$ cat src/rtl/sim_uart_pkg.sv
// Shared definitions for the AXI-Lite simulation UART: register offsets
// (address bits [4:3]), AXI response codes, STATUS bit layout, the write
// FSM state type and the latched write command.
package sim_uart_pkg;

  localparam int unsigned REG_OFF_W = 2;

  localparam logic [REG_OFF_W-1:0] OFF_TXDATA = 2'd0;
  localparam logic [REG_OFF_W-1:0] OFF_STATUS = 2'd1;
  localparam logic [REG_OFF_W-1:0] OFF_CTRL   = 2'd2;
  localparam logic [REG_OFF_W-1:0] OFF_RSVD   = 2'd3;

  localparam logic [1:0] RESP_OKAY   = 2'b00;
  localparam logic [1:0] RESP_SLVERR = 2'b10;

  localparam int unsigned STATUS_W         = 16;
  localparam int unsigned STATUS_EMPTY_BIT = 0;
  localparam int unsigned STATUS_FULL_BIT  = 1;
  localparam int unsigned STATUS_OVF_BIT   = 2;
  localparam int unsigned STATUS_COUNT_LSB = 8;

  typedef enum logic [1:0] {
    WR_IDLE,
    WR_HAVE_AW,
    WR_HAVE_W,
    WR_RESP
  } wr_state_t;

  // Only the parts of a write that the register map can observe.
  typedef struct packed {
    logic [REG_OFF_W-1:0] off;
    logic                 strb0;
    logic [7:0]           data;
  } wr_cmd_t;

  // Pack the STATUS register; unlisted bits read as zero.
  function automatic logic [STATUS_W-1:0] status_word(input logic       empty,
                                                      input logic       full,
                                                      input logic       ovf,
                                                      input logic [7:0] count);
    logic [STATUS_W-1:0] s;
    s = '0;
    s[STATUS_EMPTY_BIT]        = empty;
    s[STATUS_FULL_BIT]         = full;
    s[STATUS_OVF_BIT]          = ovf;
    s[STATUS_COUNT_LSB +: 8]   = count;
    return s;
  endfunction

endpackage

$ cat src/rtl/sim_uart_fifo.sv
// Byte FIFO for the simulation UART transmit path.
// Ports: clock/reset (sync, active-high); push/push_data write the tail;
// pop removes the head; head shows the oldest byte; full/empty/count
// reflect the state before the current cycle's push/pop.
module sim_uart_fifo #(
  parameter int unsigned DEPTH = 16
) (
  input  logic                         clock,
  input  logic                         reset,
  input  logic                         push,
  input  logic [7:0]                   push_data,
  input  logic                         pop,
  output logic [7:0]                   head,
  output logic                         full,
  output logic                         empty,
  output logic [$clog2(DEPTH+1)-1:0]   count
);

  localparam int unsigned PTR_W = $clog2(DEPTH);
  localparam int unsigned CNT_W = $clog2(DEPTH + 1);

  logic [7:0]       mem [DEPTH];
  logic [PTR_W-1:0] wr_ptr;
  logic [PTR_W-1:0] rd_ptr;
  logic             do_push;
  logic             do_pop;

  // Full/empty come from the registered count, so a same-cycle pop never
  // makes room for a push and a same-cycle push never feeds a pop.
  assign full    = (count == CNT_W'(DEPTH));
  assign empty   = (count == '0);
  assign do_push = push & ~full;
  assign do_pop  = pop & ~empty;
  assign head    = mem[rd_ptr];

  // Storage array; contents need no reset.
  always_ff @(posedge clock) begin
    if (do_push) begin
      mem[wr_ptr] <= push_data;
    end
  end

  // Pointers wrap naturally because DEPTH is a power of two.
  always_ff @(posedge clock) begin
    if (reset) begin
      wr_ptr <= '0;
      rd_ptr <= '0;
      count  <= '0;
    end else begin
      if (do_push) wr_ptr <= PTR_W'(wr_ptr + PTR_W'(1));
      if (do_pop)  rd_ptr <= PTR_W'(rd_ptr + PTR_W'(1));
      case ({do_push, do_pop})
        2'b10:   count <= CNT_W'(count + CNT_W'(1));
        2'b01:   count <= CNT_W'(count - CNT_W'(1));
        default: count <= count;
      endcase
    end
  end

endmodule

$ cat src/rtl/axi_lite_sim_uart.sv
// AXI-Lite slave modelling a write-only UART: TXDATA writes fill a byte
// FIFO that drains one byte every DRAIN_DIV cycles onto the tx stream.
// Ports: clock/reset (sync, active-high); sys_aw/w/b write channels;
// sys_ar/r read channels; tx_valid/tx_ready/tx_byte drained characters.
// Optional macro SIM_UART_PRINT_EN: echo each drained byte to the console.
module axi_lite_sim_uart
  import sim_uart_pkg::*;
#(
  parameter int unsigned AW         = 32,
  parameter int unsigned DW         = 64,
  parameter int unsigned FIFO_DEPTH = 16,
  parameter int unsigned DRAIN_DIV  = 4
) (
  input  logic              clock,
  input  logic              reset,
  input  logic              sys_aw_valid,
  output logic              sys_aw_ready,
  input  logic [AW-1:0]     sys_aw_addr,
  input  logic              sys_w_valid,
  output logic              sys_w_ready,
  input  logic [DW-1:0]     sys_w_data,
  input  logic [DW/8-1:0]   sys_w_strb,
  output logic              sys_b_valid,
  input  logic              sys_b_ready,
  output logic [1:0]        sys_b_resp,
  input  logic              sys_ar_valid,
  output logic              sys_ar_ready,
  input  logic [AW-1:0]     sys_ar_addr,
  output logic              sys_r_valid,
  input  logic              sys_r_ready,
  output logic [DW-1:0]     sys_r_data,
  output logic [1:0]        sys_r_resp,
  output logic              tx_valid,
  input  logic              tx_ready,
  output logic [7:0]        tx_byte
);

  localparam int unsigned CNT_W = $clog2(FIFO_DEPTH + 1);
  localparam int unsigned DIV_W = (DRAIN_DIV > 1) ? $clog2(DRAIN_DIV) : 1;
  localparam logic [DIV_W-1:0] DIV_LAST = DIV_W'(DRAIN_DIV - 1);

  wr_state_t            wr_state;
  wr_state_t            wr_next;
  logic                 aw_hs, w_hs, b_hs, ar_hs;
  logic                 aw_ready_d, w_ready_d, b_valid_d, wr_exec;
  logic [REG_OFF_W-1:0] aw_off_q;
  logic [7:0]           w_byte_q;
  logic                 w_strb0_q;
  wr_cmd_t              cmd_c;
  logic [1:0]           wr_resp_d;
  logic                 fifo_push, ovf_set, ovf_clr, overflow;

  logic                 fifo_full, fifo_empty, fifo_pop;
  logic [CNT_W-1:0]     fifo_count;
  logic [7:0]           fifo_head;

  logic                 r_valid_d;
  logic [DW-1:0]        rd_data_d;
  logic [1:0]           rd_resp_d;

  logic [DIV_W-1:0]     div_cnt;
  logic                 at_slot;
  logic                 unused_bits;

  assign aw_hs = sys_aw_valid & sys_aw_ready;
  assign w_hs  = sys_w_valid & sys_w_ready;
  assign b_hs  = sys_b_valid & sys_b_ready;
  assign ar_hs = sys_ar_valid & sys_ar_ready;

  // Address bits outside [4:3] and data/strobe lanes above byte 0 are ignored.
  assign unused_bits = ^{sys_aw_addr, sys_ar_addr, sys_w_data, sys_w_strb};

  // Write FSM: state register.
  always_ff @(posedge clock) begin
    if (reset) wr_state <= WR_IDLE;
    else       wr_state <= wr_next;
  end

  // Write FSM: next state.
  always_comb begin
    wr_next = wr_state;
    case (wr_state)
      WR_IDLE: begin
        if (aw_hs && w_hs) wr_next = WR_RESP;
        else if (aw_hs)    wr_next = WR_HAVE_AW;
        else if (w_hs)     wr_next = WR_HAVE_W;
      end
      WR_HAVE_AW: if (w_hs)  wr_next = WR_RESP;
      WR_HAVE_W:  if (aw_hs) wr_next = WR_RESP;
      WR_RESP:    if (b_hs)  wr_next = WR_IDLE;
      default:    wr_next = WR_IDLE;
    endcase
  end

  // Write FSM: outputs for the coming cycle, registered below.
  always_comb begin
    aw_ready_d = (wr_next == WR_IDLE) || (wr_next == WR_HAVE_W);
    w_ready_d  = (wr_next == WR_IDLE) || (wr_next == WR_HAVE_AW);
    b_valid_d  = (wr_next == WR_RESP);
    wr_exec    = (wr_state != WR_RESP) && (wr_next == WR_RESP);
  end

  // Register decode for the write that completes this cycle; a channel
  // arriving now is used directly, the earlier one comes from its latch.
  always_comb begin
    cmd_c.off   = aw_hs ? sys_aw_addr[4:3] : aw_off_q;
    cmd_c.strb0 = w_hs  ? sys_w_strb[0]    : w_strb0_q;
    cmd_c.data  = w_hs  ? sys_w_data[7:0]  : w_byte_q;
    wr_resp_d   = RESP_OKAY;
    fifo_push   = 1'b0;
    ovf_set     = 1'b0;
    ovf_clr     = 1'b0;
    if (wr_exec) begin
      case (cmd_c.off)
        OFF_TXDATA: begin
          if (cmd_c.strb0) begin
            if (fifo_full) begin
              wr_resp_d = RESP_SLVERR;
              ovf_set   = 1'b1;
            end else begin
              fifo_push = 1'b1;
            end
          end
        end
        OFF_CTRL: ovf_clr   = cmd_c.strb0 & cmd_c.data[0];
        OFF_RSVD: wr_resp_d = RESP_SLVERR;
        default:  wr_resp_d = RESP_OKAY;
      endcase
    end
  end

  // Write channel registers and sticky overflow.
  always_ff @(posedge clock) begin
    if (reset) begin
      sys_aw_ready <= 1'b0;
      sys_w_ready  <= 1'b0;
      sys_b_valid  <= 1'b0;
      sys_b_resp   <= RESP_OKAY;
      aw_off_q     <= '0;
      w_byte_q     <= '0;
      w_strb0_q    <= 1'b0;
      overflow     <= 1'b0;
    end else begin
      sys_aw_ready <= aw_ready_d;
      sys_w_ready  <= w_ready_d;
      sys_b_valid  <= b_valid_d;
      if (wr_exec) sys_b_resp <= wr_resp_d;
      if (aw_hs)   aw_off_q   <= sys_aw_addr[4:3];
      if (w_hs) begin
        w_byte_q  <= sys_w_data[7:0];
        w_strb0_q <= sys_w_strb[0];
      end
      if (ovf_set)      overflow <= 1'b1;
      else if (ovf_clr) overflow <= 1'b0;
    end
  end

  // Read path: response captured at the AR handshake.
  always_comb begin
    r_valid_d = sys_r_valid;
    if (ar_hs)                           r_valid_d = 1'b1;
    else if (sys_r_valid && sys_r_ready) r_valid_d = 1'b0;
    rd_data_d = '0;
    rd_resp_d = RESP_OKAY;
    case (sys_ar_addr[4:3])
      OFF_STATUS: rd_data_d = DW'(status_word(fifo_empty, fifo_full, overflow,
                                              8'(fifo_count)));
      OFF_RSVD:   rd_resp_d = RESP_SLVERR;
      default:    rd_data_d = '0;
    endcase
  end

  always_ff @(posedge clock) begin
    if (reset) begin
      sys_ar_ready <= 1'b0;
      sys_r_valid  <= 1'b0;
      sys_r_data   <= '0;
      sys_r_resp   <= RESP_OKAY;
    end else begin
      sys_ar_ready <= ~r_valid_d;
      sys_r_valid  <= r_valid_d;
      if (ar_hs) begin
        sys_r_data <= rd_data_d;
        sys_r_resp <= rd_resp_d;
      end
    end
  end

  sim_uart_fifo #(
    .DEPTH (FIFO_DEPTH)
  ) u_fifo (
    .clock     (clock),
    .reset     (reset),
    .push      (fifo_push),
    .push_data (cmd_c.data),
    .pop       (fifo_pop),
    .head      (fifo_head),
    .full      (fifo_full),
    .empty     (fifo_empty),
    .count     (fifo_count)
  );

  // Drain: one slot per DRAIN_DIV cycles; a stalled sink parks the divider
  // on the slot so the byte goes out as soon as tx_ready returns.
  assign at_slot  = (div_cnt == DIV_LAST);
  assign fifo_pop = at_slot & tx_ready & ~fifo_empty;

  always_ff @(posedge clock) begin
    if (reset) begin
      div_cnt  <= '0;
      tx_valid <= 1'b0;
      tx_byte  <= '0;
    end else begin
      tx_valid <= fifo_pop;
      if (fifo_pop) tx_byte <= fifo_head;
      if (!at_slot)      div_cnt <= DIV_W'(div_cnt + DIV_W'(1));
      else if (tx_ready) div_cnt <= '0;
    end
  end

`ifdef SIM_UART_PRINT_EN
  // Console echo of the drained stream.
  always_ff @(posedge clock) begin
    if (!reset && tx_valid) $write("%c", tx_byte);
  end
`else
  // Console echo compiled out; port behaviour unchanged.
`endif

endmodule

$ cat config.mk
export PLATFORM = sky130hd
export DESIGN_NAME = axi_lite_sim_uart
export DESIGN_NICKNAME = d
export VERILOG_FILES = /design/src/rtl/sim_uart_pkg.sv /design/src/rtl/sim_uart_fifo.sv /design/src/rtl/axi_lite_sim_uart.sv
export SDC_FILE = /design/constraint.sdc
export NUM_CORES = 1
export LEC_CHECK = 0
export BUFFER_PORTS_ARGS = -buffer_cell sky130_fd_sc_hd__buf_2
export CAP_MARGIN = 0
export CORE_MARGIN = 3
export CORE_UTILIZATION = 55
export CTS_CLUSTER_DIAMETER = 60
export DETAILED_ROUTE_END_ITERATION = 12
export PLACE_DENSITY = 0.94
export RECOVER_POWER = 100
export SYNTH_ARGS = -nofsm -noshare
export SYNTH_HDL_FRONTEND = slang
export SYNTH_HIERARCHICAL = 1
export SYNTH_SLANG_ARGS = --single-unit
export TNS_END_PERCENT = 5
$ cat constraint.sdc
create_clock -name clock -period 5.05 [get_ports clock]
set_input_delay 0.505 -clock clock [delete_from_list [all_inputs] [get_ports clock]]
set_output_delay 0.505 -clock clock [all_outputs]
set_load 0.01 [all_outputs]
=== After elaboration in Yosys (flattened, before gate mapping) ===
Memory sizes are Yosys's and may differ from the RTL's. A register that Yosys moved wholly into a read port is not among the register bits.
Cells that the tools add are included.

* Register bits: 103
* Bits in latches: 0
* Memory bits (writable): 128
* Memory bits (read-only): 0
* Input port bits: 144
* Memories kept: 1

{| class="wikitable"
|+ Memory list
! name !! words !! bits a word !! read ports !! clocked after Yosys merged registers in !! wr ports !! line !! RTL
|-
| u_fifo.mem || 16 || 8 || 1 || 1 || 1 || sim_uart_fifo.sv:22 || <nowiki>logic [7:0] mem [DEPTH];</nowiki>
|}

* $add $sub $neg: 5
* Multipliers: 0
* Div/mod/pow operators: 0
* $lt $le $gt $ge: 0
* Equality and inequality tests: 16
* Shifts and indexed selects: 0
* Mux-type cells: 34
* Bitwise logic cells: 12
* Reduce and logical (&&, ||, !) cells: 11

{| class="wikitable"
|+ Operators with widths
! kind !! count
|-
| $mux W2 || 12
|-
| $eq A2 B2 Y1 const B || 9
|-
| $mux W1 || 17
|-
| $mux W13 || 1
|-
| $pmux W5 S2 || 1
|-
| $and A1 B1 Y1 || 9
|-
| $add A4 B1 Y4 const B || 2
|-
| $eq A2 B1 Y1 const B || 4
|-
| $mux W8 || 1
|-
| $pmux W2 S4 || 1
|-
| $logic_not A2 Y1 || 3
|-
| $add A5 B1 Y5 const B || 1
|-
| $eq A5 B5 Y1 const B || 1
|-
| $logic_not A5 Y1 || 1
|-
| $sub A5 B1 Y5 const B || 1
|-
| $ne A2 B2 Y1 const B || 2
|-
| $pmux W2 S2 || 1
|-
| $reduce_bool A2 Y1 || 2
|-
| $logic_and A1 B1 Y1 || 3
|-
| $not A1 Y1 || 3
|-
| $add A2 B1 Y2 const B || 1
|-
| $logic_or A1 B1 Y1 || 2
|}

=== Logic depth before layout (Yosys ltp) ===
Gate-level depths: netlist of the first run.

* Depth after elaboration: 11
* Mapped depth: 15
* Mapped depth without buffers: 13

=== By module ===
The synthesis of the first run kept the hierarchy.

{| class="wikitable"
|+ Modules (own cells, without submodules)
! module !! instances !! cells an instance !! area each (um2) !! sequential area each (um2)
|-
| sim_uart_fifo || 1 || 305 || 5,974.5 || 4,184.0
|-
| axi_lite_sim_uart || 1 || 219 || 1,988.2 || 800.8
|}

=== Least setup slack after synthesis of the first run ===
No wires, ideal clock.

* Path type: input to register
* From: in sys_aw_valid
* To: reg u_fifo.count[2]
* Library setup time: 71 ps
* Arrival time: 3,496 ps
* Slack: 1,484 ps
* Stages: 14
* Cell sequence: and2_0 mux2i_1 ha_1 nand2_1 nor3_1 o21a_4 clkinv_2 ha_1 clkbuf_1 xor2_1 ha_1 o21a_1 or4_1 a21oi_1

* Longest elaborated chain between the ends: 10

{| class="wikitable"
|+ RTL lines
! item !! line !! RTL
|-
| start, declared || axi_lite_sim_uart.sv:16 || <nowiki>input logic sys_aw_valid,</nowiki>
|-
| $and A1 B1 Y1 (*) || axi_lite_sim_uart.sv:65 || <nowiki>assign aw_hs = sys_aw_valid & sys_aw_ready;</nowiki>
|-
| $mux W2 or $logic_and A1 B1 Y1 (tied branches) || axi_lite_sim_uart.sv:85, axi_lite_sim_uart.sv:84 ||
|-
| $mux W2 || axi_lite_sim_uart.sv:84 || <nowiki>if (aw_hs && w_hs) wr_next = WR_RESP;</nowiki>
|-
| $pmux W2 S4 || axi_lite_sim_uart.sv:82 || <nowiki>case (wr_state)</nowiki>
|-
| $eq A2 B2 Y1 || axi_lite_sim_uart.sv:100 || <nowiki>wr_exec = (wr_state != WR_RESP) && (wr_next == WR_RESP);</nowiki>
|-
| $logic_and A1 B1 Y1 || axi_lite_sim_uart.sv:100 ||
|-
| $mux W1 (*) || axi_lite_sim_uart.sv:113 || <nowiki>if (wr_exec) begin</nowiki>
|-
| via fifo_push || axi_lite_sim_uart.sv:51 || <nowiki>logic fifo_push, ovf_set, ovf_clr, overflow;</nowiki>
|-
| $and A1 B1 Y1 (*) || sim_uart_fifo.sv:32 || <nowiki>assign do_push = push & ~full;</nowiki>
|-
| $eq A2 B1 Y1 or $eq A2 B2 Y1 (tied branches) || sim_uart_fifo.sv:52 || <nowiki>case ({do_push, do_pop})</nowiki>
|-
| $pmux W5 S2 or $reduce_bool A2 Y1 (tied branches) || - ||
|-
| end signal, assigned || sim_uart_fifo.sv:53 || <nowiki>2'b10: count <= CNT_W'(count + CNT_W'(1));</nowiki>
|-
| end signal, assigned || sim_uart_fifo.sv:54 || <nowiki>2'b01: count <= CNT_W'(count - CNT_W'(1));</nowiki>
|-
| end signal, assigned || sim_uart_fifo.sv:55 || <nowiki>default: count <= count;</nowiki>
|-
| end, declared || sim_uart_fifo.sv:16 || <nowiki>output logic [$clog2(DEPTH+1)-1:0] count</nowiki>
|}

The timed path passes the listed nets; every way through them passes the cells marked *.
A chain may end at the register's enable or synchronous reset.

=== Worst setup path in the final report of the first run ===
* From: reg u_fifo.count[0]
* To: reg u_fifo.count[2]

{| class="wikitable"
|+ RTL lines
! item !! line !! RTL
|-
| $logic_not A5 Y1 (*) || sim_uart_fifo.sv:31 || <nowiki>assign empty = (count == '0);</nowiki>
|-
| via fifo_empty || axi_lite_sim_uart.sv:53 || <nowiki>logic fifo_full, fifo_empty, fifo_pop;</nowiki>
|-
| $not A1 Y1 (*) || axi_lite_sim_uart.sv:206 || <nowiki>assign fifo_pop = at_slot & tx_ready & ~fifo_empty;</nowiki>
|-
| $and A1 B1 Y1 (*) || axi_lite_sim_uart.sv:206 ||
|-
| via fifo_pop || axi_lite_sim_uart.sv:53 ||
|-
| $and A1 B1 Y1 (*) || sim_uart_fifo.sv:33 || <nowiki>assign do_pop = pop & ~empty;</nowiki>
|-
| via u_fifo.do_pop || sim_uart_fifo.sv:26 || <nowiki>logic do_pop;</nowiki>
|-
| $eq A2 B1 Y1 or $eq A2 B2 Y1 (tied branches) || sim_uart_fifo.sv:52 ||
|-
| $pmux W5 S2 or $reduce_bool A2 Y1 (tied branches) || - ||
|}

Marked as above.

==> results.py, run 1 <==
metrics = {
    "worst_hold_path": {
        "min-delay-path-class": "in -> reg",
        "min_delay_worst_endpoint": "sys_r_resp[1]",
        "hold_start": "sys_ar_addr[4]",
        "hold-path-cell-count": 3,
    },
    "timing": {
        "drv_slew": 87,
        "post-route-worst-setup-slack_ns": 0.719,
        "setup_repair_after_global_routing_missed_its_margin": "false",
        "finalSetupViolations": 0,
        "setup-tns-final_ns": 0,
        "timing.final.crit_share_pct": 85.8,
        "maxSlewHeadroom_pct": -70.3,
        "max_freq_mhz": 231,
        "max_slew.worst_pin.slew_ns": 2.55,
        "report.final.hold_viol_count": 0,
        "hold_slack_ns": 0.366,
        "final.setup_skew_ns": 0.0138,
        "period_needed_ns": 4.33,
    },
    "worst_setup_path": {
        "worstRegToRegCells": 12,
        "timing.critical_path.buf_inv": 2,
        "cpPeakStageDelay_ns": 0.72,
        "crit_reg_reg_startpoint": "u_fifo/count[0]",
        "critical_path_required_ns": 5.38,
        "worst_ep_arrival_time_ns": 4.66,
        "crit_fanout": 13,
        "worst-setup-path-type": "reg -> reg",
        "r2r_end": "u_fifo/count[2]",
        "timing.critical_path.cells": "or4_1 > nor2_1 > nand3b_1 > clkinv_1 > o21ai_0 > inv_1 > ha_1 > xor2_1 > ha_1 > o21a_1 > or4_1 > a21oi_1",
        "crit_family": "simple AND/OR/NAND/NOR gates",
        "critical_path.slowest_cell": "or4_1",
        "ff2ff_setup_slack_ns": 0.72,
        "crit_path_end_kind": "flop",
        "startpoint_type": "flop",
    },
    "grt": {
        "via_count_of_the_first_global_routing_pass": 4505,
        "grt_start_max_net_pins": 62,
        "grt.total_usage_pct": 22.4,
        "grt_antenna_before_repair": 0,
        "grt_pass1_wl_mm": 26.6,
        "grt_residual_overflow": 0,
    },
    "placement": {
        "gp_routability_congestion": 0.832,
        "numPortBuffers": 44,
        "dp.cells": 730,
        "dp_hpwl_mm": 11.1,
        "pre_cts_slack_ns": 0.992,
    },
    "floorplanning": {
        "fp-row-count": 43,
        "chipWidth_um": 126,
        "floorplan.core_area_mm2": 0.0140,
        "die_area_mm2": 0.0160,
        "die_y_um": 126,
        "floorplan.initialDensity_pct": 56.7,
        "floorplan.io_pins": 226,
    },
    "cts": {
        "root_buffer": "clkbuf_16",
        "clkLatencyLatePin_ns": 0.43,
        "cts_resized": 0,
        "hold_buffers": 0,
        "cts_buffer_depth": 2,
        "cts_tree": "built",
        "numClockSinks": 185,
        "register_clock_pin_slew_on_the_reported_worst_setup_and_hold_paths_ns": 0.06,
        "cts_made_buffers": 17,
        "cts_post_setup_buffers_inserted": 0,
        "cts.htree.levels": 4,
    },
    "synth": {
        "post-synth-top-area-fraction_pct": 48.3,
        "synth_ff_type": "edfxtp_1",
        "synth-edff-count": 128,
        "yosysSeqAreaShare_pct": 62.6,
        "ys_async_sr_fraction_pct": 0,
        "synth_top_cells_by_area": "edfxtp_1 48%, dfxtp_1 14%, mux4_1 9.2%",
        "synth_top_area_cell": "edfxtp_1",
        "count_of_warnings_emitted_by_yosys": 6,
        "avg_synthesized_cell_area_um2": 15.2,
        "synth_cells": 524,
        "ys_seq_elements": 185,
        "synth.cell_area_mm2": 0.00796,
        "synthDistinctLibCells": 57,
    },
    "routing": {
        "via_count_normalized_by_instance_count": 6.02,
        "drtIter0Drc": 411,
        "ant_nets": 0,
        "postRouteWirelength_mm": 17.6,
        "wl_per_cell_um": 23.0,
        "post-route-drc-count": 0,
        "vias": 4591,
        "drt-pass1-iter-count": 5,
    },
    "final_layout": {
        "sequential_cell_area_mm2": 0.00498,
        "post_route_cells_drive_above_1_share_pct": 11.0,
        "num-nets-final": 725,
        "multi_input_logic_area_mm2": 0.00252,
        "antenna_cells": 0,
        "finalNonFillerCells": 762,
        "area_delta_synth_final_pct": 7.64,
        "fillers": 938,
    },
    "power": {
        "p_leak_uw": 0.00304,
        "power.ir.vdd_worst_v": 0.000264,
        "power-per-cell-area_mw_per_mm2": 357,
    },
    "status": {
        "failed_checks": "max-capacitance violations, max-slew violations",
        "status": "finished with violations",
    },
    "run": {
        "max_cap_viol_count": 2,
    },
}
state kept, by name (all words and copies together), names as in the netlist, 2 cells and up, named ones only:
name           count
u_fifo/count       5
tx_byte            8
sys_r_data         8
u_fifo/mem       128
u_fifo/wr_ptr      4
div_cnt            2
wr_state           2
aw_off_q           2
w_byte_q           8
u_fifo/rd_ptr      4
area by class of cell:
cell class	count	share of cell area (%)
clock inverters	8	0.686
well taps	180	2.63
flip-flops and latches	185	58.2
multi-input cells	302	29.4
repair buffers	51	2.55
clock buffers	24	6.00
inverters	12	0.540
stage by stage:
step | cell area [µm²] | power, µW | util [%]
floorplan | 8180 | 1800 | -
CTS | 8660 | 3070 | 61.7
detailed placement | 8090 | 1810 | 57.6
finish | 8570 | 3060 | 61.0
global placement | 8090 | 1800 | 57.6
global route | 8570 | 3140 | 61.0
power breakdown:
part	internal, µW	switching, µW	leakage [µW]
Combinational	31.8	97.0	0.00111
Sequential	1640	12.4	0.00165
Clock	718	555	0.000274
Total	2390	664	0.00304
tightest hold or removal path: cells and delay by family:
family / cells / cell delay [ns]
AOI/OAI and AO/OA: 1 / 0.06
buffers and inverters: 1 / 0.11
and+or+nand+nor: 1 / 0.06
worst max path at each step:
stage	startpoint	to	cells past startpoint
finish	u_fifo/count[0]	u_fifo/count[2]	12
global route	u_fifo/count[0]	u_fifo/count[2]	12
CTS	u_fifo/count[0]	u_fifo/count[2]	12
detailed placement	u_fifo/count[0]	u_fifo/count[2]	12
global placement	u_fifo/count[0]	u_fifo/count[2]	12
floorplan	sys_aw_valid	u_fifo/count[2]	14
cells in the mapped netlist (all sizes together), types with 3 or more instances:
cell type / number
nand2b: 7
and2: 3
mux2: 9
ha: 12
o21a: 5
nand3: 3
a22oi: 10
edfxtp: 128
nand3b: 5
or4: 3
clkbuf: 10
buf: 72
nor2b: 13
mux2i: 6
dfxtp: 57
xor2: 7
nor2: 43
inv: 10
o211ai: 4
nand2: 28
nor3: 8
a21oi: 15
mux4: 40
cell families after synthesis:
| kind of cell | Yosys count | share of synthesized area [%] |
|---|---|---|
| DFF | 185 | 62.6 |
| and+or+nand+nor | 122 | 7.54 |
| buffers and inverters | 94 | 7.90 |
| muxes | 55 | 14.7 |
| AOI/OAI and AO/OA | 47 | 4.43 |
| adders and majority gates | 12 | 1.89 |
| xor gates and xnor gates | 8 | 0.880 |
| other | 1 | 0.0471 |
per-layer routing:
layer	up-vias	track usage, %	part of all wire, %
met1	2313	28.4	38
met3	38	4.88	7.1
li1	1947	-	-
met5	-	0	0
met2	293	38.6	53
met4	0	7.57	2.0
cell usage in the layout (no fill, tap or decap), types with 3 or more instances in the layout:
cell type,count
inv_1,10
nor2b_1,13
conb_1,58
ha_1,12
dfxtp_1,57
clkbuf_16,19
buf_2,19
mux2i_1,6
and2_0,3
nor3_1,8
clkbuf_1,34
xor2_1,7
o21a_1,5
a22oi_1,10
mux2_1,8
clkinvlp_4,3
nor2_1,43
edfxtp_1,128
o211ai_1,4
nand2b_1,7
nand2_1,28
mux4_1,28
a21oi_1,15
mux4_2,12
clkinv_2,3
nand3_1,3
or4_1,3
nand3b_1,5
No activity file was read; power rests on OpenSTA's default activity.
==> inputs of run 2 (changes only) <==
--- a/config.mk
+++ b/config.mk
@@ -9,6 +9,7 @@
 export CAP_MARGIN = 0
 export CORE_MARGIN = 3
 export CORE_UTILIZATION = 55
+export CTS_BUF_LIST = sky130_fd_sc_hd__clkbuf_4
 export CTS_CLUSTER_DIAMETER = 60
 export DETAILED_ROUTE_END_ITERATION = 12
 export PLACE_DENSITY = 0.94
@@ -17,4 +18,4 @@
 export SYNTH_HDL_FRONTEND = slang
 export SYNTH_HIERARCHICAL = 1
 export SYNTH_SLANG_ARGS = --single-unit
-export TNS_END_PERCENT = 5
+export TNS_END_PERCENT = 10
==> run 2 against run 1 <==
Against the previous run:
- the flow still finishes with violations (max-capacitance violations, max-slew violations)
- critical endpoint unchanged
- clock skew rose by 0.019 ns
- core utilization decreased by 2.1 points
- register-to-register slack gained 0.06 ns
- non-clock buffer count is the same
- critical path depth is the same
- design area fell by 3.5%
==> results.py, run 2 (synthesized netlist as in run 1, its figures left out) <==
metrics = {
    "routing": {
        "vias": 4540,
        "wl_per_cell_um": 21.2,
        "postRouteWirelength_mm": 16.2,
        "ant_nets": 0,
        "drtIter0Drc": 477,
        "drt-pass1-iter-count": 8,
        "post-route-drc-count": 0,
        "via_count_normalized_by_instance_count": 5.96,
    },
    "final_layout": {
        "largest_reg_flops": 128,
        "finalCoreUtilization_pct": 58.9,
        "fillers": 1000,
        "antenna_cells": 0,
        "area_delta_synth_final_pct": 3.91,
        "layout.cells.most_common": "edfxtp_1",
        "most_frequent_cells_in_the_layout": "128 x edfxtp_1, 58 x conb_1, 57 x dfxtp_1",
        "final_cell_area_mm2": 0.00827,
        "post_route_cells_drive_above_1_share_pct": 11.2,
        "top_register": "u_fifo/mem",
        "num-nets-final": 725,
    },
    "power": {
        "power.net_switching_uw": 578,
        "power-per-cell-area_mw_per_mm2": 309,
        "power.sequential.fraction_pct": 64.6,
        "power_report.internal_total_uw": 1980,
        "sw_frac_of_total_pct": 22.6,
        "p_leak_uw": 0.00291,
        "power.ir.vdd_worst_v": 0.000182,
        "power.share.clock_pct": 30.5,
        "comb_power_share_pct": 4.9,
    },
    "timing": {
        "drv_slew": 87,
        "max_freq_mhz": 234,
        "maxSlewHeadroom_pct": -71.0,
        "report.final.hold_viol_count": 0,
        "setup-tns-final_ns": 0,
        "final.setup_skew_ns": 0.0325,
        "setup_repair_after_global_routing_missed_its_margin": "false",
        "finalSetupViolations": 0,
        "timing.final.crit_share_pct": 84.5,
        "period_needed_ns": 4.27,
        "max_slew.worst_pin.slew_ns": 2.57,
    },
    "cts": {
        "register_clock_pin_slew_on_the_reported_worst_setup_and_hold_paths_ns": 0.13,
        "cts_buffer_depth": 2,
        "cts_tree": "built",
        "cts_resized": 0,
        "cts_made_buffers": 17,
        "cts.htree.levels": 4,
        "clkLatencyLatePin_ns": 0.56,
        "hold_buffers": 0,
        "cts_post_setup_buffers_inserted": 0,
        "numClockSinks": 185,
        "root_buffer": "clkbuf_4",
    },
    "grt": {
        "grt_antenna_before_repair": 0,
        "grt_pass1_wl_mm": 24.7,
        "grt.total_usage_pct": 20.6,
        "via_count_of_the_first_global_routing_pass": 4469,
        "grt_residual_overflow": 0,
        "grt_start_max_net_pins": 62,
    },
    "worst_setup_path": {
        "startpoint_type": "flop",
        "crit_fanout": 13,
        "cpPeakStageDelay_ns": 0.72,
        "crit_path_end_kind": "flop",
        "critical_path.slowest_cell": "or4_1",
        "critical_path_required_ns": 5.49,
        "timing.critical_path.cells": "or4_1 > nor2_1 > nand3b_1 > clkinv_1 > o21ai_0 > inv_1 > ha_1 > xor2_1 > ha_1 > o21a_1 > or4_1 > a21oi_1",
        "worst-setup-path-type": "reg -> reg",
        "worst_ep_arrival_time_ns": 4.71,
    },
    "placement": {
        "dp_hpwl_mm": 11.1,
        "numPortBuffers": 44,
        "placedInstanceArea_mm2": 0.00809,
        "gp_routability_congestion": 0.832,
    },
    "floorplanning": {
        "floorplan.io_pins": 226,
        "chipWidth_um": 126,
        "floorplan.core_area_mm2": 0.0140,
        "fp-row-count": 43,
        "die_y_um": 126,
        "die_area_mm2": 0.0160,
        "floorplan.initialDensity_pct": 56.7,
    },
    "status": {
        "status": "finished with violations",
        "failed_checks": "max-capacitance violations, max-slew violations",
    },
    "run": {
        "max_cap_viol_count": 2,
    },
    "worst_hold_path": {
        "min-delay-path-class": "in -> reg",
    },
}
## run 2: cell types whose count changed in the layout (fill, tap and decap cells not counted), sizes merged
| cell | change |
|---|---|
| clkbuf | -4 |
| clkinv | +2 |
| bufinv | +2 |
## run 2: power by group through the flow
stage	combinational (µW)	sequential, µW	clock, µW
after floorplan	123	1680	0
after global placement	116	1680	0
after detailed placement	127	1690	0
after CTS	128	1650	791
after global routing	138	1650	851
final	126	1650	781
## run 2: final cells by class
class                   instances  area (µm²)  share of cell area (%)
clock inverters                12         126                    1.53
inverters                      12        46.3                   0.560
multi-input cells             302        2520                    30.5
clock buffers                  20         150                    1.81
flip-flops and latches        185        4980                    60.2
well taps                     180         225                    2.72
repair buffers                 51         219                    2.65
## run 2: path summary, 6_finish.rpt
| kind | to | depth (start not counted) | startpoint | slack (ns) |
|---|---|---|---|---|
| setup / recovery | u_fifo/count[2] | 12 | u_fifo/count[0] | 0.78 |
| hold / removal | sys_r_resp[1] | 3 | sys_ar_addr[4] | 0.25 |
| setup reg to reg | u_fifo/count[2] | 12 | u_fifo/count[0] | 0.78 |
| hold reg to reg | tx_byte[5] | 2 | tx_byte[5] | 0.48 |
## run 2: routing by layer
metal	vias up	global-route usage [%]	share of wire [%]
met2	295	36.1	53
met5	-	0	0
met4	0	7.51	2.4
met3	40	5.18	8.6
met1	2253	24.8	36
li1	1952	-	-
## run 2: worst max-delay path, delay by kind of cell, from the launching register on
| kind | cells | cell delay (ns) |
|---|---|---|
| DFF | 1 | 0.40 |
| AOI/OAI and AO/OA | 3 | 0.76 |
| buffers and inverters | 2 | 0.52 |
| and+or+nand+nor | 4 | 1.70 |
| adders and majority gates | 2 | 0.61 |
| xor gates and xnor gates | 1 | 0.20 |
## run 2: stage by stage
step / setup WS, ns / power (µW) / hold slack, ns / instances
2_1_floorplan: 1.48 / 1800 / 0.460 / 581
3_5_place_dp: 0.992 / 1810 / 0.454 / 730
6_report: 0.782 / 2560 / 0.246 / 762
5_1_grt: 0.548 / 2640 / 0.201 / 762
4_1_cts: 0.970 / 2570 / 0.205 / 762
3_3_place_gp: 1.20 / 1800 / 0.436 / 730
